<file path="src/rtl/micro_pkg.sv">
`default_nettype none
// ============================================================================
// Module  : micro_pkg
// Brief   : Shared widths, flag indices, ALU opcodes and read-forwarding helper
// Revision: 1.0
// ============================================================================
package micro_pkg;

  localparam int DATA_W = 8;
  localparam int ADDR_W = 3;
  localparam int FLAG_W = 3;
  localparam int NREG   = 2 ** ADDR_W;

  localparam int FLAG_Z = 0;
  localparam int FLAG_C = 1;
  localparam int FLAG_N = 2;

  typedef logic [DATA_W-1:0] data_t;
  typedef logic [ADDR_W-1:0] addr_t;
  typedef logic [FLAG_W-1:0] flags_t;

  typedef enum logic [2:0] {
    ALU_ADD = 3'b000,
    ALU_SUB = 3'b001,
    ALU_AND = 3'b010,
    ALU_OR  = 3'b011,
    ALU_NOT = 3'b100,
    ALU_SHL = 3'b101,
    ALU_SHR = 3'b110,
    ALU_XOR = 3'b111
  } alu_op_e;

  // Immediate load beats ALU writeback, which beats the stored register.
  function automatic data_t fwd_read(
    input addr_t rd_addr,
    input logic  ld_en,
    input addr_t ld_addr,
    input data_t ld_data,
    input logic  wb_en,
    input addr_t wb_addr,
    input data_t wb_data,
    input data_t stored
  );
    if (ld_en && (ld_addr == rd_addr)) begin
      return ld_data;
    end else if (wb_en && (wb_addr == rd_addr)) begin
      return wb_data;
    end
    return stored;
  endfunction

endpackage
`default_nettype wire

</file>
<file path="src/rtl/reg_bank_wb_if.sv">
`default_nettype none
// ============================================================================
// Module  : reg_bank_wb_if
// Brief   : Control-unit / ALU side bundle of the register bank
// Revision: 1.0
// ============================================================================
interface reg_bank_wb_if;
  import micro_pkg::*;

  addr_t  uc_iSelX;
  addr_t  uc_iSelY;
  data_t  rd_oRX;
  data_t  rd_oRY;
  logic   uc_iWbEn;
  addr_t  uc_iSelW;
  data_t  alu_iRd;
  logic   uc_iFlagEn;
  flags_t alu_iFlags;
  logic   uc_iLdEn;
  addr_t  uc_iSelL;
  data_t  uc_iLdData;
  flags_t oFlags;
  logic   oWrConflict;

  modport master (
    output uc_iSelX, uc_iSelY, uc_iWbEn, uc_iSelW, alu_iRd,
           uc_iFlagEn, alu_iFlags, uc_iLdEn, uc_iSelL, uc_iLdData,
    input  rd_oRX, rd_oRY, oFlags, oWrConflict
  );

  modport slave (
    input  uc_iSelX, uc_iSelY, uc_iWbEn, uc_iSelW, alu_iRd,
           uc_iFlagEn, alu_iFlags, uc_iLdEn, uc_iSelL, uc_iLdData,
    output rd_oRX, rd_oRY, oFlags, oWrConflict
  );

endinterface
`default_nettype wire

</file>
<file path="src/rtl/status_reg.sv">
`default_nettype none
// ============================================================================
// Module  : status_reg
// Brief   : Enabled register with asynchronous active-low clear (ALU flags)
// Revision: 1.0
// ============================================================================
module status_reg #(
  parameter int WIDTH = 3
) (
  input  logic             clk,
  input  logic             rst,
  input  logic             en_i,
  input  logic [WIDTH-1:0] d_i,
  output logic [WIDTH-1:0] q_o
);

  logic [WIDTH-1:0] q_q;
  logic [WIDTH-1:0] q_d;

  always_comb begin
    q_d = q_q;
    if (en_i) begin
      q_d = d_i;
    end
  end

  always_ff @(posedge clk or negedge rst) begin
    if (!rst) begin
      q_q <= '0;
    end else begin
      q_q <= q_d;
    end
  end

  assign q_o = q_q;

endmodule
`default_nettype wire

</file>
<file path="src/rtl/reg_bank_wb.sv">
`default_nettype none
// ============================================================================
// Module  : reg_bank_wb
// Brief   : 8x8 register bank with load/writeback ports, forwarding and flags
// Revision: 1.0
// ============================================================================
module reg_bank_wb
  import micro_pkg::*;
(
  input  logic         clk,
  input  logic         rst,
  reg_bank_wb_if.slave bus
);

  data_t regs_q [NREG];
  data_t regs_d [NREG];
  logic  wr_conflict_q;
  logic  wr_conflict_d;

  // Load is applied after writeback so it wins on an address collision.
  always_comb begin
    regs_d = regs_q;
    if (bus.uc_iWbEn) begin
      regs_d[bus.uc_iSelW] = bus.alu_iRd;
    end
    if (bus.uc_iLdEn) begin
      regs_d[bus.uc_iSelL] = bus.uc_iLdData;
    end
    wr_conflict_d = bus.uc_iLdEn && bus.uc_iWbEn && (bus.uc_iSelL == bus.uc_iSelW);
  end

  always_ff @(posedge clk or negedge rst) begin
    if (!rst) begin
      for (int i = 0; i < NREG; i++) begin
        regs_q[i] <= '0;
      end
      wr_conflict_q <= 1'b0;
    end else begin
      regs_q        <= regs_d;
      wr_conflict_q <= wr_conflict_d;
    end
  end

  // Reads are forced to zero during reset so pending load data cannot leak.
  assign bus.rd_oRX = rst ? fwd_read(bus.uc_iSelX, bus.uc_iLdEn, bus.uc_iSelL, bus.uc_iLdData,
                                     bus.uc_iWbEn, bus.uc_iSelW, bus.alu_iRd,
                                     regs_q[bus.uc_iSelX])
                          : '0;
  assign bus.rd_oRY = rst ? fwd_read(bus.uc_iSelY, bus.uc_iLdEn, bus.uc_iSelL, bus.uc_iLdData,
                                     bus.uc_iWbEn, bus.uc_iSelW, bus.alu_iRd,
                                     regs_q[bus.uc_iSelY])
                          : '0;

  assign bus.oWrConflict = wr_conflict_q;

  status_reg #(
    .WIDTH (FLAG_W)
  ) u_status (
    .clk  (clk),
    .rst  (rst),
    .en_i (bus.uc_iFlagEn),
    .d_i  (bus.alu_iFlags),
    .q_o  (bus.oFlags)
  );

endmodule
`default_nettype wire

</file>
<file path="src/flat_wrapper.sv">
// flat-port wrapper written by rule: the top's interface ports become plain ports
module reg_bank_wb_flat import micro_pkg::*;
  (clk, rst, bus_uc_iSelX, bus_uc_iSelY, bus_uc_iWbEn, bus_uc_iSelW, bus_alu_iRd, bus_uc_iFlagEn, bus_alu_iFlags, bus_uc_iLdEn, bus_uc_iSelL, bus_uc_iLdData, bus_rd_oRX, bus_rd_oRY, bus_oFlags, bus_oWrConflict);
  reg_bank_wb_if bus_i ();
  input  logic clk;
  input  logic rst;
  input wire logic [$bits(bus_i.uc_iSelX)-1:0] bus_uc_iSelX;
  input wire logic [$bits(bus_i.uc_iSelY)-1:0] bus_uc_iSelY;
  input wire logic [$bits(bus_i.uc_iWbEn)-1:0] bus_uc_iWbEn;
  input wire logic [$bits(bus_i.uc_iSelW)-1:0] bus_uc_iSelW;
  input wire logic [$bits(bus_i.alu_iRd)-1:0] bus_alu_iRd;
  input wire logic [$bits(bus_i.uc_iFlagEn)-1:0] bus_uc_iFlagEn;
  input wire logic [$bits(bus_i.alu_iFlags)-1:0] bus_alu_iFlags;
  input wire logic [$bits(bus_i.uc_iLdEn)-1:0] bus_uc_iLdEn;
  input wire logic [$bits(bus_i.uc_iSelL)-1:0] bus_uc_iSelL;
  input wire logic [$bits(bus_i.uc_iLdData)-1:0] bus_uc_iLdData;
  output wire logic [$bits(bus_i.rd_oRX)-1:0] bus_rd_oRX;
  output wire logic [$bits(bus_i.rd_oRY)-1:0] bus_rd_oRY;
  output wire logic [$bits(bus_i.oFlags)-1:0] bus_oFlags;
  output wire logic [$bits(bus_i.oWrConflict)-1:0] bus_oWrConflict;
  assign bus_i.uc_iSelX = bus_uc_iSelX;
  assign bus_i.uc_iSelY = bus_uc_iSelY;
  assign bus_i.uc_iWbEn = bus_uc_iWbEn;
  assign bus_i.uc_iSelW = bus_uc_iSelW;
  assign bus_i.alu_iRd = bus_alu_iRd;
  assign bus_i.uc_iFlagEn = bus_uc_iFlagEn;
  assign bus_i.alu_iFlags = bus_alu_iFlags;
  assign bus_i.uc_iLdEn = bus_uc_iLdEn;
  assign bus_i.uc_iSelL = bus_uc_iSelL;
  assign bus_i.uc_iLdData = bus_uc_iLdData;
  assign bus_rd_oRX = bus_i.rd_oRX;
  assign bus_rd_oRY = bus_i.rd_oRY;
  assign bus_oFlags = bus_i.oFlags;
  assign bus_oWrConflict = bus_i.oWrConflict;
  reg_bank_wb u_core (.clk(clk), .rst(rst), .bus(bus_i));
endmodule
</file>
<file path="config.mk">
export PLATFORM = sky130hd
export DESIGN_NAME = reg_bank_wb_flat
export DESIGN_NICKNAME = d
export VERILOG_FILES = /design/src/rtl/micro_pkg.sv /design/src/rtl/reg_bank_wb_if.sv /design/src/rtl/status_reg.sv /design/src/rtl/reg_bank_wb.sv /design/src/flat_wrapper.sv
export SDC_FILE = /design/constraint.sdc
export NUM_CORES = 1
export LEC_CHECK = 0
export BUFFER_PORTS_ARGS = -buffer_cell sky130_fd_sc_hd__clkbuf_2
export CAP_MARGIN = 20
export CORE_AREA = 8 8 108 110
export DETAILED_ROUTE_END_ITERATION = 8
export DIE_AREA = 0 0 116 118
export MAX_ROUTING_LAYER = met4
export PLACE_DENSITY = 0.79
export SYNTH_ARGS = -nofsm -noshare
export SYNTH_HDL_FRONTEND = slang
export SYNTH_SLANG_ARGS = --single-unit
</file>
<file path="constraint.sdc">
create_clock -name clk -period 3.72 [get_ports clk]
set_input_delay 0.558 -clock clk [delete_from_list [all_inputs] [get_ports clk]]
set_output_delay 0.558 -clock clk [all_outputs]
set_load 0.01 [all_outputs]
</file>
==> impl_metrics.ini <==
[run_status]
outcome = finished clean

[worst_setup_path]
crit_family = buffers and inverters
crit_required_ns = 3.16
cpMostUsedCell = clkbuf_2
slowest_stage = nand4_1
crit_chain = clkbuf_2, xnor2_1, nand4_1, o21ai_0, a31oi_1, clkbuf_2
critical_path_peak_fanout = 19
setup.worst_path.end_class = output pin
critical_path_class = in2out
r2r_start = u_core.regs_q[2]
rr_worst_depth = 2
r2r_setup_slack_ns = 2.86
startpoint_type = input pin
slowest_delay_ns = 0.65
cp.depth = 6
cp.arrival_ns = 2.72
regToRegEndpoint = u_core.regs_q[2]
crit_buf_inv = 2

[route]
wl_um = 14800
drt_iter0_markers = 413
drc_errors = 0
via_count = 4082
wl_per_cell_um = 22.8
drtAntennaViolNets = 0
post_drt_via_cell_ratio = 6.31
drt_first_pass_iters = 5

[synth]
ys_seq_elements = 68
ys_types = 31
netlist_instances = 484
ys_warn_count = 0
ys_seq_area_frac = 0.347
synth_fp_nets = 520
avgSynthCellArea_um2 = 10.1
syn_area_um2 = 4900

[cells_and_area]
fillCellCount = 896
final_layout_size_suffix_gt1_frac = 0.222
mostFrequentLayoutCell = mux2i_1
syn_to_final_growth_pct = 9.10
nNetsFinal = 541
multiInputGateArea_um2 = 2920
layout_common_cells = mux2i_1 (72), dfrtp_1 (68), nand2_1 (64)
stdcell_count = 647
seq_area_um2 = 1700

[placed_design]
place_inst = 629
dp_hpwl_um = 9530
gp_congestion = 0.836
place.port_buffers = 55
place_ws_ns = 0.543

[power]
ir_worst_vdd_mv = 0.241
power_density_nw_per_um2 = 439
power.static_leakage_nw = 2.33

[clock_network]
cts_setup_buffers = 0
numCtsBuffers = 9
clockBufferDepth = 2
h-tree-depth = 3
clk_latency_ns = 0.35
cts_root_buffer = clkbuf_8
cts.hold.buffers_added = 0
cts.repair.resized = 0
cts_tree = yes
cts.sinks = 68
clkTransAtPathRegs_ns = 0.08

[timing]
final.setup.worst_slack_ns = 0.446
setup_tns_ns = 0
maxSlewHeadroom = 0.263
rsz0062_at_grt = no
slew_violations = 0
max_clock_freq_mhz = 305
clock_skew_ns = 0
min_period_over_period = 0.880
worst_pin_slew_ns = 1.10
setup_violations = 0
finalCriticalPeriod_ns = 3.27
hold_viol_final = 0

[floorplanning]
die_h_um = 118
fp.dieW_um = 116
die_area_um2 = 13700
core_um2 = 10000
start_util = 0.490
num_io_pins = 56
rows = 37

[min_path]
hold_path.class = in2async

[global_routing]
grt.overflow.total = 0
grt_start_max_net_pins = 51
grt_usage = 0.225
grt_pass1_vias = 4106
grt_pass1_wl_um = 22900
antenna_found_initial = 1

[flow_run]
drv_cap = 0
synth_stat cells:
cell type | n | area share
clkbuf_1 | 22 | 0.017
nor3b_2 | 2 | 0.0051
mux4_1 | 20 | 0.11
nor3_2 | 1 | 0.0020
nor2b_1 | 2 | 0.0026
nand2_1 | 64 | 0.049
buf_6 | 4 | 0.0092
buf_1 | 2 | 0.0015
nand2b_1 | 2 | 0.0026
a31oi_1 | 16 | 0.020
mux2i_1 | 72 | 0.15
mux2_2 | 17 | 0.039
nor2_1 | 34 | 0.026
nand3b_1 | 2 | 0.0031
nand4_1 | 8 | 0.010
nand3_1 | 3 | 0.0031
a21oi_1 | 32 | 0.033
buf_2 | 24 | 0.025
buf_12 | 2 | 0.0082
and4_1 | 2 | 0.0036
dfrtp_1 | 68 | 0.35
xor2_1 | 2 | 0.0036
o21ai_0 | 46 | 0.047
mux4_2 | 8 | 0.037
a22oi_1 | 2 | 0.0031
xnor2_1 | 13 | 0.023
nand4b_1 | 6 | 0.011
nor3_4 | 2 | 0.0066
nor3_1 | 2 | 0.0020
o21ai_1 | 2 | 0.0020
nor3b_1 | 2 | 0.0031
power breakdown:
group	total [mW]	internal, mW	switching (mW)
sequential	1.03	0.897	0.131
clock	0.637	0.313	0.324
combinational	0.681	0.350	0.331
total	2.35	1.56	0.786
worst max-delay path by stage:
stage / from / to
2_1_floorplan: bus_uc_iSelY[0] / bus_rd_oRY[5]
3_3_place_gp: bus_uc_iSelX[1] / bus_rd_oRX[0]
3_5_place_dp: bus_uc_iSelX[1] / bus_rd_oRX[0]
4_1_cts: bus_uc_iSelX[1] / bus_rd_oRX[0]
5_1_grt: bus_uc_iSelX[1] / bus_rd_oRX[0]
6_report: bus_uc_iSelX[1] / bus_rd_oRX[0]
per-stage QoR:
stage          hold slack, ns  power, mW  cell area [um2]   util
2_1_floorplan           0.262       1.50             4900      -
3_3_place_gp            0.493       1.65             5120  0.512
5_1_grt                 0.232       2.45             5340  0.534
4_1_cts                 0.210       2.33             5330  0.533
3_5_place_dp            0.508       1.70             5130  0.513
6_report                0.196       2.35             5340  0.534
cell families (layout without fill, tap and decap cells):
| family | after synthesis | after routing | share of synthesized area |
|---|---|---|---|
| AND/OR/NAND/NOR | 132 | 132 | 0.130 |
| multiplexers | 117 | 117 | 0.330 |
| AO/OA/AOI/OAI | 98 | 98 | 0.105 |
| flip-flops | 68 | 68 | 0.347 |
| buffers and inverters | 54 | 80 | 0.0603 |
| XOR/XNOR | 15 | 15 | 0.0268 |
| other | 0 | 1 | 0 |
flip-flops by register name, indices dropped and copies added (netlist names):
register and flops:
u_core.u_status.q_o 3, u_core.regs_q 64, u_core.bus.oWrConflict 1
worst register-to-register path, stage by stage, from the launching register on:
cell     delay (ns)
dfrtp_1        0.41
mux2i_1        0.18
a21oi_1        0.12
layer usage:
metal / global-route usage / vias up / routed length, um
met5: - / - / 0
met2: 0.324 / 244 / 6870
met3: 0.0441 / 59 / 1320
li1: - / 1817 / -
met1: 0.289 / 1962 / 5890
met4: 0.128 / 0 / 665
final cells by class:
cell class,instances,area share
tap,136,0.0319
antenna,1,0.000468
timing repair buffer,64,0.0660
clock inverter,7,0.0143
sequential,68,0.319
clock buffer,9,0.0232
multi-input combinational,362,0.546
Note: power is estimated with default switching activity, not from simulation.
